==> src/rtl/sap_computer.sv <==
// SAP-1.5 style 8-bit computer: 16-byte unified RAM, A/B registers, ALU with
// carry/zero flags, output register and a five-step (T0-T4) control sequencer.

module sap_ram (
    input  logic       clk,
    input  logic       we,
    input  logic [3:0] addr,
    input  logic [7:0] wdata,
    output logic [7:0] rdata
);
    logic [7:0] ram [0:15];

    // Synchronous write; contents survive reset so a preloaded program persists.
    always_ff @(posedge clk) begin
        if (we) begin
            ram[addr] <= wdata;
        end
    end

    assign rdata = ram[addr];

    task dump();
        for (int i = 0; i < 16; i++) begin
            $display("ram[%0d] = %02h", i, ram[i]);
        end
    endtask
endmodule

module sap_register (
    input  logic       clk,
    input  logic       reset,
    input  logic       load,
    input  logic [7:0] d,
    output logic [7:0] q
);
    logic [7:0] latched_data;

    // Loadable 8-bit register with asynchronous clear.
    always_ff @(posedge clk or negedge reset) begin
        if (!reset) begin
            latched_data <= 8'h00;
        end else if (load) begin
            latched_data <= d;
        end
    end

    assign q = latched_data;
endmodule

module sap_computer (
    input  logic       clk,
    input  logic       reset,
    output logic [7:0] out_val
);
    typedef enum logic [2:0] {
        T0 = 3'd0, T1 = 3'd1, T2 = 3'd2, T3 = 3'd3, T4 = 3'd4
    } tstate_e;

    localparam logic [3:0] OP_LDA = 4'h1;
    localparam logic [3:0] OP_LDB = 4'h2;
    localparam logic [3:0] OP_ADD = 4'h3;
    localparam logic [3:0] OP_SUB = 4'h4;
    localparam logic [3:0] OP_STA = 4'h5;
    localparam logic [3:0] OP_LDI = 4'h6;
    localparam logic [3:0] OP_JMP = 4'h7;
    localparam logic [3:0] OP_JC  = 4'h8;
    localparam logic [3:0] OP_JZ  = 4'h9;
    localparam logic [3:0] OP_OUT = 4'hE;
    localparam logic [3:0] OP_HLT = 4'hF;

    localparam logic [1:0] A_SEL_ALU = 2'd0;
    localparam logic [1:0] A_SEL_RAM = 2'd1;
    localparam logic [1:0] A_SEL_IMM = 2'd2;

    tstate_e    state_r, state_next_s;
    logic [3:0] pc_r, mar_r;
    logic [7:0] ir_r, out_r;
    logic       carry_r, zero_r;
    logic       halt;

    logic [3:0] opcode_s, operand_s;
    logic [7:0] a_s, b_s, a_d_s, ram_rdata_s, alu_b_s;
    logic [8:0] alu_sum_s;
    logic [1:0] a_sel_s;
    logic       mar_pc_s, mar_ir_s, ir_load_s, pc_inc_s, pc_jump_s;
    logic       a_load_s, b_load_s, ram_we_s, out_load_s, flags_load_s;
    logic       alu_sub_s, halt_set_s;

    assign opcode_s  = ir_r[7:4];
    assign operand_s = ir_r[3:0];
    assign out_val   = out_r;

    sap_ram u_ram (
        .clk   (clk),
        .we    (ram_we_s),
        .addr  (mar_r),
        .wdata (a_s),
        .rdata (ram_rdata_s)
    );

    sap_register u_register_A (
        .clk   (clk),
        .reset (reset),
        .load  (a_load_s),
        .d     (a_d_s),
        .q     (a_s)
    );

    sap_register u_register_B (
        .clk   (clk),
        .reset (reset),
        .load  (b_load_s),
        .d     (ram_rdata_s),
        .q     (b_s)
    );

    // Subtraction is A + ~B + 1, so carry out of 1 means no borrow.
    assign alu_b_s   = alu_sub_s ? ~b_s : b_s;
    assign alu_sum_s = {1'b0, a_s} + {1'b0, alu_b_s} + {8'h00, alu_sub_s};

    // A register input select.
    always_comb begin
        a_d_s = alu_sum_s[7:0];
        case (a_sel_s)
            A_SEL_RAM: a_d_s = ram_rdata_s;
            A_SEL_IMM: a_d_s = {4'h0, operand_s};
            default:   a_d_s = alu_sum_s[7:0];
        endcase
    end

    // Sequencer state register.
    always_ff @(posedge clk or negedge reset) begin
        if (!reset) begin
            state_r <= T0;
        end else begin
            state_r <= state_next_s;
        end
    end

    // Sequencer next state; it parks where it is once a HLT commits.
    always_comb begin
        state_next_s = state_r;
        if (halt || halt_set_s) begin
            state_next_s = state_r;
        end else begin
            case (state_r)
                T0:      state_next_s = T1;
                T1:      state_next_s = T2;
                T2:      state_next_s = T3;
                T3:      state_next_s = T4;
                T4:      state_next_s = T0;
                default: state_next_s = T0;
            endcase
        end
    end

    // Microcode: control strobes per step and opcode, all quiet while halted.
    always_comb begin
        mar_pc_s     = 1'b0;
        mar_ir_s     = 1'b0;
        ir_load_s    = 1'b0;
        pc_inc_s     = 1'b0;
        pc_jump_s    = 1'b0;
        a_load_s     = 1'b0;
        a_sel_s      = A_SEL_ALU;
        b_load_s     = 1'b0;
        ram_we_s     = 1'b0;
        out_load_s   = 1'b0;
        flags_load_s = 1'b0;
        alu_sub_s    = 1'b0;
        halt_set_s   = 1'b0;
        if (halt) begin
            halt_set_s = 1'b0;
        end else begin
            case (state_r)
                T0: mar_pc_s = 1'b1;
                T1: begin
                    ir_load_s = 1'b1;
                    pc_inc_s  = 1'b1;
                end
                T2: begin
                    case (opcode_s)
                        OP_LDA, OP_LDB, OP_STA: mar_ir_s = 1'b1;
                        OP_LDI: begin
                            a_load_s = 1'b1;
                            a_sel_s  = A_SEL_IMM;
                        end
                        OP_ADD: begin
                            a_load_s     = 1'b1;
                            flags_load_s = 1'b1;
                        end
                        OP_SUB: begin
                            a_load_s     = 1'b1;
                            flags_load_s = 1'b1;
                            alu_sub_s    = 1'b1;
                        end
                        OP_OUT:  out_load_s = 1'b1;
                        OP_JMP:  pc_jump_s  = 1'b1;
                        OP_JC:   pc_jump_s  = carry_r;
                        OP_JZ:   pc_jump_s  = zero_r;
                        OP_HLT:  halt_set_s = 1'b1;
                        default: halt_set_s = 1'b0;
                    endcase
                end
                T3: begin
                    case (opcode_s)
                        OP_LDA: begin
                            a_load_s = 1'b1;
                            a_sel_s  = A_SEL_RAM;
                        end
                        OP_LDB:  b_load_s = 1'b1;
                        OP_STA:  ram_we_s = 1'b1;
                        default: ram_we_s = 1'b0;
                    endcase
                end
                default: halt_set_s = 1'b0;
            endcase
        end
    end

    // Datapath registers: PC, MAR, IR, OUT, flags and halt.
    always_ff @(posedge clk or negedge reset) begin
        if (!reset) begin
            pc_r    <= 4'h0;
            mar_r   <= 4'h0;
            ir_r    <= 8'h00;
            out_r   <= 8'h00;
            carry_r <= 1'b0;
            zero_r  <= 1'b0;
            halt    <= 1'b0;
        end else begin
            if (pc_jump_s) begin
                pc_r <= operand_s;
            end else if (pc_inc_s) begin
                pc_r <= pc_r + 4'd1;
            end
            if (mar_pc_s) begin
                mar_r <= pc_r;
            end else if (mar_ir_s) begin
                mar_r <= operand_s;
            end
            if (ir_load_s) begin
                ir_r <= ram_rdata_s;
            end
            if (out_load_s) begin
                out_r <= a_s;
            end
            if (flags_load_s) begin
                carry_r <= alu_sum_s[8];
                zero_r  <= (alu_sum_s[7:0] == 8'h00);
            end
            if (halt_set_s) begin
                halt <= 1'b1;
            end
        end
    end
endmodule

==> config.mk <==
export PLATFORM = sky130hd
export DESIGN_NAME = sap_computer
export DESIGN_NICKNAME = d
export VERILOG_FILES = /design/src/rtl/sap_computer.sv
export SDC_FILE = /design/constraint.sdc
export NUM_CORES = 1
export LEC_CHECK = 0
export CAP_MARGIN = 5
export CORE_ASPECT_RATIO = 0.5
export CORE_MARGIN = 2
export CORE_UTILIZATION = 45
export CTS_CLUSTER_DIAMETER = 150
export CTS_CLUSTER_SIZE = 12
export DETAILED_ROUTE_END_ITERATION = 6
export SETUP_SLACK_MARGIN = 0.4
export SLEW_MARGIN = 30
export SYNTH_ARGS = -nofsm -noshare
export SYNTH_HDL_FRONTEND = slang
export SYNTH_SLANG_ARGS = --single-unit
==> constraint.sdc <==
create_clock -name clk -period 4.61 [get_ports clk]
set_input_delay 0.6915 -clock clk [delete_from_list [all_inputs] [get_ports clk]]
set_output_delay 0.6915 -clock clk [all_outputs]
set_load 0.02 [all_outputs]
# After elaboration in Yosys (flattened, before gate mapping)
# Memories as Yosys holds them, arrays and structs flattened.
# Index checks and enable logic that the tools add are counted.
word_totals:
  ff_bits: 46
  ramBits: 128
  inputBits: 2
  out_inout_bits: 8
  mem_count: 1
mem_list:
  columns: ["name", "words", "width", "rd", "rd_ports_with_merged_regs", "wr", "line", "text"]
  rows:
  - ["u_ram.ram", 16, 8, 1, 0, 1, "11", "logic [7:0] ram [0:15];"]
op_classes:
  n_addsub: 3
  n_eq_ne: 16
  muxes: 45
  bitwise_logic: 1
  reduce_logical: 8
ops:
  columns: ["cell", "count"]
  rows:
  - ["$mux W1", 33]
  - ["$eq A4 B3 Y1 const B", 4]
  - ["$eq A4 B4 Y1 const B", 4]
  - ["$mux W4", 4]
  - ["$pmux W8 S2", 1]
  - ["$pmux W3 S4", 1]
  - ["$add A8 B8 Y9", 1]
  - ["$add A9 B1 Y9", 1]
  - ["$eq A4 B2 Y1 const B", 2]
  - ["$logic_not A8 Y1", 1]
  - ["$mux W8", 1]
  - ["$not A8 Y8", 1]
  - ["$eq A3 B2 Y1 const B", 2]
  - ["$reduce_or A3 Y1", 2]
  - ["$add A4 B1 Y4 const B", 1]
  - ["$eq A4 B1 Y1 const B", 1]
  - ["$mux W2", 2]
  - ["$pmux W2 S2", 1]
  - ["$reduce_bool A2 Y1", 2]
  - ["$eq A3 B1 Y1 const B", 1]
  - ["$logic_not A3 Y1", 1]
  - ["$pmux W1 S3", 1]
  - ["$eq A2 B1 Y1 const B", 1]
  - ["$eq A2 B2 Y1 const B", 1]
  - ["other kinds (3)", 3]

# Depth between registers and ports, before layout
logic_depth:
  word_depth: 8
  depth_mapped: 12

# Cells and area by module
# Synthesis repeated with hierarchy kept, for this count alone.
hier_totals:
  hier_cells: 489
  hier_area_um2: 7780.0
by_module_without_submodules:
  columns: ["module", "n_inst", "cells_per_inst", "area_each_um2", "seq_area_each_um2"]
  rows:
  - ["sap_ram", 1, 222, 4907.2, 3843.7]
  - ["sap_computer", 1, 233, 2209.6, 750.7]
  - ["sap_register", 2, 17, 331.6, 200.2]

# Worst setup path after synthesis
# Ideal clock, no wire load.
synth_timing:
  kind: "flip-flop to flip-flop"
  startpoint: "reg state_r[2]"
  endpoint: "reg zero_r"
  setup_ns: 0.069
  arrival_ns: 3.390
  setup_slack_ns: 1.151
  path_stages_with_launch: 13
  period_less_slack_ns: 3.459
  path_cell_list: "dfrtp_1 buf_6 or4b_4 or3_1 clkbuf_1 xnor2_1 ha_1 clkbuf_1 nor4b_1 a2111o_1 a311oi_1 nor4bb_1 a32o_1"
synth_between:
  elab_chain_len: 7
  word_cells_on_any_way: 9
  cone_classes: "add/sub: 2; eq/ne: 1; mux: 5; reduce/logical: 1"
synth_lines:
  columns: ["item", "line", "text"]
  rows:
  - ["start: declaration", "75", "tstate_e state_r, state_next_s;"]
  - ["start signal: assignment", "136", "state_r <= state_next_s;"]
  - ["$eq A3 B2 Y1 *", "175", "case (state_r)"]
  - ["$mux W1", "175", null]
  - ["$mux W1", "172", "if (halt) begin"]
  - ["$mux W8", "118", "assign alu_b_s = alu_sub_s ? ~b_s : b_s;"]
  - ["$add A8 B8 Y9", "119", "assign alu_sum_s = {1'b0, a_s} + {1'b0, alu_b_s} + {8'h00, alu_sub_s};"]
  - ["$add A9 B1 Y9", "119", null]
  - ["$logic_not A8 Y1", "250", "zero_r <= (alu_sum_s[7:0] == 8'h00);"]
  - ["end signal: assignment", "250", null]
  - ["end: declaration", "78", "logic carry_r, zero_r;"]
# Every way passes the cells marked *; elsewhere a longest branch is shown, timed or not.
# A chain may end at the register's enable or synchronous reset.

# Final worst setup path
# Ends and elaborated chain as after synthesis.

==> results.txt <==
Outcome: finished clean
Routed Antenna Nets: 0
Cell Area, Synth: 7680 um2
Synth area leaders: edfxtp_1 50%, dfrtp_1 15%, mux4_2 10%, mux2_2 2.3%, nand2_1 2.2%
Core Util, Final: 0.520
Part of the cycle the worst path needs: 0.799
Slew HR: 0.353
# rows: 33
Synth cell types: 55
Final worst setup slack: 928 ps
Layout area overhead: 12.1%
First-pass GRT wire length: 24,800 um
Setup TNS: 0 ps
CORE AREA: 16,600 um2
Synth Area per Inst: 15.0 um2
Reg clk slew, reported paths: 70 ps
DRC: 0
Iteration-0 DRC Markers: 495
Synth area leader: edfxtp_1
Leakage: 2.70 nW
Final WL: 16,300 um
Most frequent cells in the layout: 128 x edfxtp_1, 45 x nand2_1, 45 x dfrtp_1
Hold Slack: 356 ps
Clock Latency Late Sink: 430 ps
Total of max-cap violations: 0
Crit path max fanout: 9
Worst Tran Pin Value: 965 ps
Post-Syn Nets: 528
IO Count: 10
Setup bufs post-CTS: 0
Max Buffers Root-to-Sink: 2
CP Data Arrival Time: 4040 ps
DR pass1 iterations: 4
Post-DP HPWL: 10,500 um
Clock sinks: 174
Max Slew Vio Count: 0
Htree depth: 4
Starting density of the core: 0.464
Hold buffer count at cts: 0
CTS resizes: 0
GPL Wtd Cong: 0.823
Nets: 539
Synthesized flop and latch total: 174
Clock tree root driver cell: clkbuf_16
Dpl cell area: 8010 um2
Initial antenna violation count: 0
Placed Cells: 732
Clock skew: 11.1 ps
Vias/cell: 5.65
CTS buffer count: 17
Crit. End Element: flip-flop
Port Buffers: 9
Final setup viols: 0
Async S/R FF share, synth: 0.264
CTS tree: built
Synth Warn #: 0
Hold Violations, Final: 0
Critical Path Source Type: flip-flop
Fin crit period: 3680 ps
All-Layer GR Usage: 0.190
Die height: 96.4 um
Fraction of layout cells with a size suffix above 1: 0.192
Routed len/inst: 21.3 um
Cells after Synth: 513
Final non-filler cell total: 764
Part of the Yosys area used for sequential elements: 0.650
PD cells: 360 nW/um2
Crit Path Category: reg2reg
Unrepaired setup endpoints after global routing: no
Width of the die: 189 um
Die ar.: 18,200 um2
GR Overflow Total: 0
Synth top area share: 0.500
Cell area after layout: 8610 um2
Commonest non-fill, non-tap cell in the layout: edfxtp_1
Number of global-route vias before repair: 4,161
Worst EP required: 4970 ps
Worst VDD drop: 189 uV
R2R setup slack: 930 ps
Number of enable flip-flop cells after synthesis: 128
Hold/Removal Path Class: in2async
Via count: 4,320
Peak Freq: 272 MHz
Largest net degree at the start of global routing: 47
Synth Flop Type: edfxtp_1
Worst slack, placed: 966 ps
Total Power: 3.10 mW
[layer usage]
| layer | vias to the layer above | part of all wire | GRT usage |
|---|---|---|---|
| li1 | 1994 | - | - |
| met1 | 2205 | 0.50 | 0.278 |
| met2 | 107 | 0.44 | 0.288 |
| met3 | 14 | 0.049 | 0.0477 |
| met4 | 0 | 0.010 | 0.0501 |
| met5 | - | 0 | 0 |
[final cells by class]
| class | count | area, um2 |
|---|---|---|
| sequential | 174 | 5000 |
| clock buffer | 17 | 425 |
| multi-input combinational | 304 | 2550 |
| inverter | 9 | 33.8 |
| clock inverter | 14 | 168 |
| fill | 1321 | 7950 |
| tap | 227 | 284 |
| antenna | 1 | 2.50 |
| timing repair buffer | 18 | 153 |
[worst paths after layout]
check | endpoint | start | cells past startpoint
hold reg to reg | out_val[7]$_DFFE_PN0P_ | out_val[7]$_DFFE_PN0P_ | 1
max in group asynchronous | mar_r[0]$_DFFE_PN0P_ | reset | 2
hold / removal | state_r[2]$_DFFE_PN0N_ | reset | 2
setup reg to reg | zero_r$_DFFE_PN0P_ | state_r[2]$_DFFE_PN0N_ | 9
setup / recovery | zero_r$_DFFE_PN0P_ | state_r[2]$_DFFE_PN0N_ | 9
min in group clk | out_val[7]$_DFFE_PN0P_ | out_val[7]$_DFFE_PN0P_ | 1
[state kept, by name, indices dropped and copies added, names as in the netlist]
signal	count
carry_r	1
halt	1
ir_r	8
mar_r	4
out_val	8
pc_r	4
state_r	3
u_ram.ram	128
u_register_A.q	8
u_register_B.q	8
zero_r	1
[cell families after synthesis]
logic type	synth area share
DFF	0.650
and+or+nand+nor	0.0922
AOI/OAI and AO/OA	0.0630
muxes	0.136
buffers and inverters	0.0191
xor gates and xnor gates	0.0171
adders and majority gates	0.0222
[power by group]
| group | internal [mW] | total, mW | leakage [nW] | switching (mW) |
|---|---|---|---|---|
| Clock | 0.733 | 1.43 | 0.291 | 0.694 |
| Sequential | 1.66 | 1.66 | 1.47 | 0 |
| Combinational | 0.000853 | 0.00884 | 0.940 | 0.00799 |
| Total | 2.40 | 3.10 | 2.70 | 0.702 |
[synth_stat cells, drive strengths merged (2+ instances only)]
cell type  instances
edfxtp           128
dfrtp             46
nand2             45
mux4              34
nor2              28
a21oi             23
o21ai             21
clkbuf            18
mux2              16
ha                12
xnor2             12
nor3              11
mux2i             10
inv                9
buf                8
nand2b             8
nor2b              8
nand3              7
or3                7
o211ai             5
o21a               5
a22oi              4
and3               4
nand4              4
or2                4
and2               3
nand3b             3
xor2               3
a21boi             2
nor3b              2
nor4b              2
nor4bb             2
o211a              2
[critical path, stage by stage (launching register included)]
cell and delay (ps):
dfrtp_1 470, or4b_4 600, or3_1 580, xnor2_1 290
ha_1 340, nor4b_1 180, a2111o_1 380, a311oi_1 260
nor4bb_1 320, a32o_1 200
Note: power is estimated with default switching activity, not from simulation.
